===== src/rtl/kf_pkg.sv =====
// Shared encodings for the Kalman-filter micro-sequencer: instruction fields,
// operation/multiplier/immediate selectors, error codes and FSM states.
package kf_pkg;

  localparam int INSTR_W   = 22;
  localparam int F_END     = 21;
  localparam int F_OP_HI   = 20;
  localparam int F_OP_LO   = 19;
  localparam int F_MULY_HI = 18;
  localparam int F_MULY_LO = 17;
  localparam int F_IMM_HI  = 16;
  localparam int F_IMM_LO  = 15;
  localparam int F_DST_HI  = 14;
  localparam int F_DST_LO  = 11;
  localparam int F_SRCA_HI = 10;
  localparam int F_SRCA_LO = 7;
  localparam int F_SRCB_HI = 6;
  localparam int F_SRCB_LO = 3;
  localparam int F_PAD_HI  = 2;

  typedef enum logic [1:0] {
    OP_ADD = 2'b00,
    OP_SUB = 2'b01,
    OP_MUL = 2'b10,
    OP_DIV = 2'b11
  } op_e;

  // Second multiplier operand: S, the immediate, R (square); 11 is reserved.
  typedef enum logic [1:0] {
    MULY_S   = 2'b00,
    MULY_IMM = 2'b01,
    MULY_R   = 2'b10,
    MULY_BAD = 2'b11
  } muly_e;

  // Immediate: 0, +1.0, -1.0 in Q(FRAC) sign-magnitude; 11 is reserved.
  typedef enum logic [1:0] {
    IMM_ZERO = 2'b00,
    IMM_POS1 = 2'b01,
    IMM_NEG1 = 2'b10,
    IMM_BAD  = 2'b11
  } imm_sel_e;

  typedef enum logic [1:0] {
    ERR_NONE    = 2'b00,
    ERR_ILLEGAL = 2'b01,
    ERR_PC      = 2'b10,
    ERR_TMO     = 2'b11
  } err_e;

  typedef enum logic [2:0] {
    S_IDLE  = 3'd0,
    S_FETCH = 3'd1,
    S_LOAD  = 3'd2,
    S_ISSUE = 3'd3,
    S_WAIT  = 3'd4,
    S_WB    = 3'd5
  } state_e;

endpackage


===== src/rtl/kf_regfile.sv =====
// NREG x W register file: one write port, three combinational read ports,
// cleared synchronously while reset is asserted.
module kf_regfile #(
  parameter int W    = 24,
  parameter int NREG = 16,
  parameter int AW   = 4
) (
  input  logic          clk,
  input  logic          rst_n,
  input  logic          we,
  input  logic [AW-1:0] waddr,
  input  logic [W-1:0]  wdata,
  input  logic [AW-1:0] ra_addr,
  output logic [W-1:0]  ra_data,
  input  logic [AW-1:0] rb_addr,
  output logic [W-1:0]  rb_data,
  input  logic [AW-1:0] rh_addr,
  output logic [W-1:0]  rh_data
);

  logic [W-1:0] rf [NREG];

  // Clear everything on reset, otherwise accept at most one write per cycle.
  always_ff @(posedge clk) begin
    if (!rst_n) begin
      for (int i = 0; i < NREG; i++) rf[i] <= '0;
    end else if (we) begin
      rf[waddr] <= wdata;
    end
  end

  assign ra_data = rf[ra_addr];
  assign rb_data = rf[rb_addr];
  assign rh_data = rf[rh_addr];

endmodule


===== src/rtl/kf_op_seq.sv =====
// Micro-instruction sequencer feeding the sign-magnitude arithmetic unit.
//
// state | meaning
// IDLE  | waiting for an accepted go; host owns the register file
// FETCH | program memory read of pc
// LOAD  | decode instruction, capture operands/controls onto au_* outputs
// ISSUE | one-cycle au_start, arm the completion timeout
// WAIT  | wait for au_done or timeout
// WB    | write au_result to dst, then finish, overrun or advance pc
module kf_op_seq #(
  parameter int W    = 24,
  parameter int FRAC = 14,
  parameter int NREG = 16,
  parameter int PAW  = 6,
  parameter int TMO  = 63
) (
  input  logic           clk,
  input  logic           rst_n,
  input  logic           go,
  input  logic [PAW-1:0] start_pc,
  output logic           busy,
  output logic           done,
  output logic           err,
  output logic [1:0]     err_code,
  output logic [PAW-1:0] prog_addr,
  output logic           prog_en,
  input  logic [21:0]    prog_data,
  input  logic           ld_we,
  input  logic [3:0]     ld_addr,
  input  logic [W-1:0]   ld_data,
  input  logic [3:0]     rd_addr,
  output logic [W-1:0]   rd_data,
  output logic           au_start,
  output logic [W-1:0]   au_R,
  output logic [W-1:0]   au_S,
  output logic [W-1:0]   au_Iimm,
  output logic [1:0]     au_op_sel,
  output logic [1:0]     au_mul_y_sel,
  input  logic [W-1:0]   au_result,
  input  logic           au_done,
  input  logic           au_busy
);
  import kf_pkg::*;

  localparam int TW = $clog2(TMO + 1);
  localparam logic [W-1:0] IMM_ONE     = W'(1) << FRAC;
  localparam logic [W-1:0] IMM_NEG_ONE = IMM_ONE | (W'(1) << (W - 1));

  state_e         state, state_d;
  logic [PAW-1:0] pc;
  logic           end_q;
  logic [3:0]     dst_q;
  logic [TW-1:0]  tmo_cnt;
  logic           au_busy_q;
  err_e           err_code_q, err_code_d;
  logic           accept, load_ok, wb_en, err_set, pc_inc, tmo_load, tmo_dec;

  logic           i_end;
  logic [1:0]     i_op, i_muly;
  imm_sel_e       i_imm;
  logic [3:0]     i_dst, i_srca, i_srcb;
  logic           illegal;
  logic [W-1:0]   imm_val, ra_data, rb_data;
  logic           rf_we;

  assign i_end  = prog_data[F_END];
  assign i_op   = prog_data[F_OP_HI:F_OP_LO];
  assign i_muly = prog_data[F_MULY_HI:F_MULY_LO];
  assign i_imm  = imm_sel_e'(prog_data[F_IMM_HI:F_IMM_LO]);
  assign i_dst  = prog_data[F_DST_HI:F_DST_LO];
  assign i_srca = prog_data[F_SRCA_HI:F_SRCA_LO];
  assign i_srcb = prog_data[F_SRCB_HI:F_SRCB_LO];

  assign illegal = (i_imm == IMM_BAD)
                 || (i_op == OP_MUL && i_muly == MULY_BAD)
                 || (prog_data[F_PAD_HI:0] != 3'b000);

  // Immediate operand value for the instruction being decoded.
  always_comb begin
    imm_val = '0;
    case (i_imm)
      IMM_POS1: imm_val = IMM_ONE;
      IMM_NEG1: imm_val = IMM_NEG_ONE;
      default:  imm_val = '0;
    endcase
  end

  // Writeback has the port in WB; the host only ever writes while idle.
  assign rf_we = wb_en || (state == S_IDLE && ld_we);

  kf_regfile #(.W(W), .NREG(NREG), .AW(4)) u_rf (
    .clk     (clk),
    .rst_n   (rst_n),
    .we      (rf_we),
    .waddr   (wb_en ? dst_q : ld_addr),
    .wdata   (wb_en ? au_result : ld_data),
    .ra_addr (i_srca),
    .ra_data (ra_data),
    .rb_addr (i_srcb),
    .rb_data (rb_data),
    .rh_addr (rd_addr),
    .rh_data (rd_data)
  );

  assign busy      = (state != S_IDLE);
  assign prog_addr = pc;
  assign err_code  = err_code_q;

  // FSM state register.
  always_ff @(posedge clk) begin
    if (!rst_n) state <= S_IDLE;
    else        state <= state_d;
  end

  // Next state plus single-cycle strobes.
  always_comb begin
    state_d    = state;
    accept     = 1'b0;
    load_ok    = 1'b0;
    wb_en      = 1'b0;
    err_set    = 1'b0;
    err_code_d = ERR_NONE;
    pc_inc     = 1'b0;
    tmo_load   = 1'b0;
    tmo_dec    = 1'b0;
    done       = 1'b0;
    au_start   = 1'b0;
    prog_en    = 1'b0;
    case (state)
      S_IDLE: begin
        // Two quiet au_busy cycles: the reset-less AU may still be dividing.
        if (go && !au_busy && !au_busy_q) begin
          accept  = 1'b1;
          state_d = S_FETCH;
        end
      end
      S_FETCH: begin
        prog_en = 1'b1;
        state_d = S_LOAD;
      end
      S_LOAD: begin
        if (illegal) begin
          err_set    = 1'b1;
          err_code_d = ERR_ILLEGAL;
          state_d    = S_IDLE;
        end else begin
          load_ok = 1'b1;
          state_d = S_ISSUE;
        end
      end
      S_ISSUE: begin
        au_start = 1'b1;
        tmo_load = 1'b1;
        state_d  = S_WAIT;
      end
      S_WAIT: begin
        if (au_done) begin
          state_d = S_WB;
        end else if (tmo_cnt == '0) begin
          err_set    = 1'b1;
          err_code_d = ERR_TMO;
          state_d    = S_IDLE;
        end else begin
          tmo_dec = 1'b1;
        end
      end
      S_WB: begin
        wb_en = 1'b1;
        if (end_q) begin
          done    = 1'b1;
          state_d = S_IDLE;
        end else if (pc == {PAW{1'b1}}) begin
          err_set    = 1'b1;
          err_code_d = ERR_PC;
          state_d    = S_IDLE;
        end else begin
          pc_inc  = 1'b1;
          state_d = S_FETCH;
        end
      end
      default: state_d = S_IDLE;
    endcase
  end

  // Program counter, sticky error, timeout down-counter and AU busy history.
  always_ff @(posedge clk) begin
    if (!rst_n) begin
      pc         <= '0;
      err        <= 1'b0;
      err_code_q <= ERR_NONE;
      tmo_cnt    <= '0;
      au_busy_q  <= 1'b0;
    end else begin
      au_busy_q <= au_busy;
      if (accept) begin
        pc         <= start_pc;
        err        <= 1'b0;
        err_code_q <= ERR_NONE;
      end else if (pc_inc) begin
        pc <= pc + 1'b1;
      end
      if (err_set) begin
        err        <= 1'b1;
        err_code_q <= err_code_d;
      end
      if (tmo_load)     tmo_cnt <= TW'(TMO - 1);
      else if (tmo_dec) tmo_cnt <= tmo_cnt - 1'b1;
    end
  end

  // Operands and controls captured in LOAD and held through WB.
  always_ff @(posedge clk) begin
    if (!rst_n) begin
      end_q        <= 1'b0;
      dst_q        <= '0;
      au_R         <= '0;
      au_S         <= '0;
      au_Iimm      <= '0;
      au_op_sel    <= '0;
      au_mul_y_sel <= '0;
    end else if (load_ok) begin
      end_q        <= i_end;
      dst_q        <= i_dst;
      au_R         <= ra_data;
      au_S         <= rb_data;
      au_Iimm      <= imm_val;
      au_op_sel    <= i_op;
      au_mul_y_sel <= i_muly;
    end
  end

endmodule

===== config.mk =====
export PLATFORM = sky130hd
export DESIGN_NAME = kf_op_seq
export DESIGN_NICKNAME = d
export VERILOG_FILES = /design/src/rtl/kf_pkg.sv /design/src/rtl/kf_regfile.sv /design/src/rtl/kf_op_seq.sv
export SDC_FILE = /design/constraint.sdc
export NUM_CORES = 1
export LEC_CHECK = 0
export CAP_MARGIN = 20
export CORE_MARGIN = 1
export CORE_UTILIZATION = 30
export CTS_CLUSTER_DIAMETER = 200
export DETAILED_ROUTE_END_ITERATION = 10
export GPL_ROUTABILITY_DRIVEN = 0
export GPL_TIMING_DRIVEN = 0
export PLACE_DENSITY = 0.47
export SETUP_SLACK_MARGIN = 0.02
export SYNTH_ARGS = -nofsm -noshare
export SYNTH_HDL_FRONTEND = slang
export SYNTH_HIERARCHICAL = 1
export SYNTH_SLANG_ARGS = --single-unit

===== constraint.sdc =====
create_clock -name clk -period 10.6 [get_ports clk]
set_clock_uncertainty 0.1 [all_clocks]
set_input_delay 1.59 -clock clk [delete_from_list [all_inputs] [get_ports clk]]
set_output_delay 1.59 -clock clk [all_outputs]
set_load 0.02 [all_outputs]

Word-level counts from Yosys, hierarchy flattened
Memory sizes are Yosys's and may differ from the RTL's. A register that Yosys moved wholly into a read port is not among the register bits. Index checks and enable logic that the tools add are counted.

Memories kept: 1. Flip-flop bits (word level): 52. Logic and storage cells: 102. RAM bits: 384. Output and inout bits: 113.

Memories: u_rf.rf (words 16, width 24, read ports 3, clocked after Yosys merged registers in 2, wr ports 16, line kf_regfile.sv:21) `logic [W-1:0] rf [NREG];`.

Reduce and logical (&&, ||, !) cells: 21. Add/subtract/negate cells: 2. Eq/ne operators: 13. Bitwise gates (word level): 1. Multiplexer cells: 52.

Operators by type and width (count): $mux 24 (2); $pmux 24 s2 (1); $mux 1 (30); $mux 6 (4); $reduce_or 24->1 (1); $pmux 3 s6 (1); $mux 2 (7); $mux 3 (3); $eq 2x2->1 const B (4); $mux 4 (2); $add 6x1->6 const B (1); $eq 3x2->1 const B (2); $eq 3x3->1 const B (2); $eq 6x6->1 const B (1); $logic_not 6->1 (1); $pmux 2 s3 (1); $reduce_bool 2->1 (3); $reduce_bool 3->1 (2); $sub 6x1->6 const B (1); $logic_and 1x1->1 (4); $logic_not 1->1 (4); $eq 3x1->1 const B (1); $logic_not 3->1 (1); $logic_or 1x1->1 (3); other kinds (7) (7).

Depth between registers and ports, before layout
Depth after elaboration: 8. Depth in mapped cells: 8.

Cells and area by module
Netlist, hierarchy kept.

By module, submodules not included: kf_regfile (cells an instance 1480, area each 22821.9 µm², sequential area each 11531.1 µm², times used 1); kf_op_seq (cells an instance 436, area each 3611.0 µm², sequential area each 1561.5 µm², times used 1).

Worst setup path after synthesis
OpenSTA, ideal clock, no wires.

Path type: input-to-output. Start point: input port rd_addr[0]. End point: output port rd_data[10]. Data required time: 8.910 ns. Cell stages on the path: 5. Setup slack: 5.972 ns. Data arrival time: 2.938 ns. Cell sequence: clkbuf_1 buf_2 mux4_2 a22oi_1 nand2_1.

Word-level cells in the longest chain between the ends: 1.

RTL lines: from (decl) (line kf_op_seq.sv:31) `input logic [3:0] rd_addr,`; $mem_v2 16x24; to (decl) (line kf_op_seq.sv:32) `output logic [W-1:0] rd_data,`.

Every way passes these cells.

Final worst setup path
Start point: input port rd_addr[2]. End point: output port rd_data[20].

Same word-level chain as after synthesis.

==> impl_results.md <==
* Area share of the largest cell type after synthesis at between 40% and 50%
* Min cycle time layout at 6.511 ns
* Leakage power at between 0.01 and 0.015 µW
* Kind of critical path: in -> out
* Mean post-synth cell area at about 14 µm²
* Reg power frac at between 40% and 50%
* Sw Pwr at between 1000 and 1500 µW
* CTS sink cnt at approximately 460
* Relative slew slack at between 15 and 20%
* Buf/Inv on CP at 3
* Post-layout util at between 30% and 40%
* Maximum clock path buffer count at 3
* CP max FO at 10
* Drt total wl at around 110000 µm
* Initial Util at a little under a third
* Final setup viols at 0
* Crit-path leading delay family: buffers and inverters
* Post-synth ARST share at 0%
* Mux cell area share after synthesis at approximately a quarter
* Via/cell ratio at 5.634
* Worst slew pin tran at 1.252 ns
* Placed Area at between 30000 and 40000 µm²
* Post-CTS resize count at 0
* DR WL/cell at between 30 and 40 µm
* Hold Slack at between 0.3 and 0.4 ns
* Synth unique cells at 55
* Worst Setup Start Kind: input port
* Vias in the first global route at 18.78k
* MaxCap Viol Count at 0
* Maximum clock rate at 153.6 MHz
* Die Ht at 298.8 µm
* Largest family of logic cells by synthesized area: multiplexers
* Synth Flop Type: edfxtp_1
* Synth Cell Area at between 20000 and 30000 µm²
* Post-synth top area cell: edfxtp_1
* Root Buffer: clkbuf_16
* Synth area leaders: edfxtp_1 44%, mux4_2 25%, and2_1 9.2%
* Largest net degree at the start of global routing at 25
* Synth top cells by count: 389 x and2_1, 384 x edfxtp_1, 288 x mux4_2
* Final period utilization at approximately three fifths
* HPWL after detailed placement at 74120 µm
* Die area at approximately 89000 µm²
* Overflow after GRT at 0
* Synthesis-stage register bit count at 462
* # DRC at 0
* Max VDD drop at about 0.12 mV
* Logic pwr share at ~14%
* Vias at 19.12k
* Hold WC Path Type: reg -> reg
* CP Cell Sequence: clkdlybuf4s50_1 > nor2_1 > clkbuf_1 > a22oi_1 > nand2_1 > clkdlybuf4s50_1
* Synth Area in Simple Gates at 13.89%
* Hold-fix buffers at CTS at 0
* Switching share of power at between 20% and 30%
* Initial antenna violation count at 7
* PwrDens at 146.0 nW/µm²
* Max stage delay on crit path at around 0.86 ns
* Register area share after synthesis at approximately 50%
* # rows at ~110
* Die X at about 300 µm
* DP Cell Count at around 3.3k
* RSZ-0062 raised after global routing: false
* Synth Area in Adders at less than 1%
* Design Area, Final at approximately 32000 µm²
* CP max-delay cell: clkbuf_1
* Top-count cell post-synth: and2_1
* Endpoint class of the critical path: primary output
* Crit-path most repeated cell: clkdlybuf4s50_1
* CP Data Required Time at around 8.9 ns
* Final hold violations at 0
* Fraction of layout cells with a size suffix above 1 at approximately a quarter
* Ys Warns at 6
* ANT nets after route at 0
* Clock transition at path regs at 0.05 ns
* Synthesized netlist cell count at ~1.9k
* Area growth, synth to finish at 21.56%
* Post-CTS Setup Inserts at 0
* Layout Cells excl Fill at 3393
* CTS Buf Count at 56
* Outcome: completed
* TritonCTS clock tree: built
* Fin. max-slew vios at 0
* Layout net count at between 2k and 2.5k
* Post-Synth XOR/XNOR Area at less than 1%
* Clk pwr share at 41.4%
* Port bufs at between 150 and 200
* Core Area at around 87000 µm²
* Setup TNS at 0 ns
* Clock latency on the worst-skew pair at 0.63 ns
* Pre-antenna DRT Iters at 5
* EDFF count, synth at 384
* Io pins at ~200
* Total GRT Usage at 23.31%
* First-pass GRT wire length at ~150000 µm
* Complex-gate fraction of the synthesized area at under 10%
* CP Data Arrival Time at between 4 and 5 ns
* H-Tree Depth at 2
* Iter 0 DRT Violations at 2326
* Cell-internal power at 3449 µW
## final timing paths
kind                            startpoint       endpoint  slack [ns]  cells past startpoint
worst max-delay path            rd_addr[2]    rd_data[20]        4.09                      6
worst min register to register     au_R[9]        au_R[9]        0.36                      2
worst min-delay path               au_R[9]        au_R[9]        0.36                      2
worst max register to register    state[1]  u_rf/rf[0][4]        6.03                      8
## routing by layer
layer  GRT usage (%)  vias to the layer above  part of all wire (%)
li1                -                     7911                     -
met2           37.82                     1103                    47
met5               0                        -                     0
met1           31.00                     9915                    39
met4           8.297                        0                   3.6
met3           4.566                      187                   9.9
## kinds of logic after synthesis
logic type      count (synthesis)
other cells                     1
simple gates                  662
xor+xnor                        4
flops                         462
mux                           318
fa+ha+maj                       4
buf+inv                       219
compound gates                246
## flip-flops by register name, summed over array words and instances (netlist names), 2 cells and up
signal,flops
au_Iimm,2
tmo_cnt,6
au_mul_y_sel,2
au_op_sel,2
dst_q,4
state,3
err_code,2
u_rf/rf,384
prog_addr,6
au_R,24
au_S,24
## worst reg2reg max path, stage by stage, from the launching register on
cell	delay [ns]
dfxtp_1	0.50
inv_1	0.15
nand3_1	0.46
buf_2	0.41
mux2_2	0.43
nand4bb_1	0.55
nor3_2	0.79
nand2b_2	0.64
buf_16	0.24
## power by group through the flow
stage / registers [µW] / clock network (µW) / logic [µW]
after floorplan: 2100 / 0 / 374
after global placement: 2120 / 0 / 638
after detailed placement: 2110 / 0 / 665
after CTS: 2070 / 1980 / 668
after global routing: 2080 / 2050 / 695
final: 2080 / 1940 / 673
## metrics by stage
step	setup WS [ns]	total power [µW]
6_report	4.089	4691
3_3_place_gp	2.480	2754
4_1_cts	4.176	4723
5_1_grt	4.090	4825
3_5_place_dp	4.200	2778
2_1_floorplan	5.972	2477
## cell type report
type                       count  area, µm²
tap                         1155       1445
clock buffer                  87       1670
clock inverter                19      186.4
sequential                   462      13090
inverter                      12      45.04
buffer                       207       1037
fill                        8390      54890
antenna                        4      10.01
multi-input combinational   1256      12480
timing repair buffer         191       2162
## layout by cell type, fill, tap and decap left out, drive strengths merged, types with 22 or more instances in the layout
cell type and count:
a21oi 60, a22oi 144, and2 389, buf 102, clkbuf 209, clkdlybuf4s50 174
conb 22, dfxtp 78, edfxtp 384, mux2 28, mux4 288, nand2 198
nor2 25
Power figures use the tool's default switching activity.
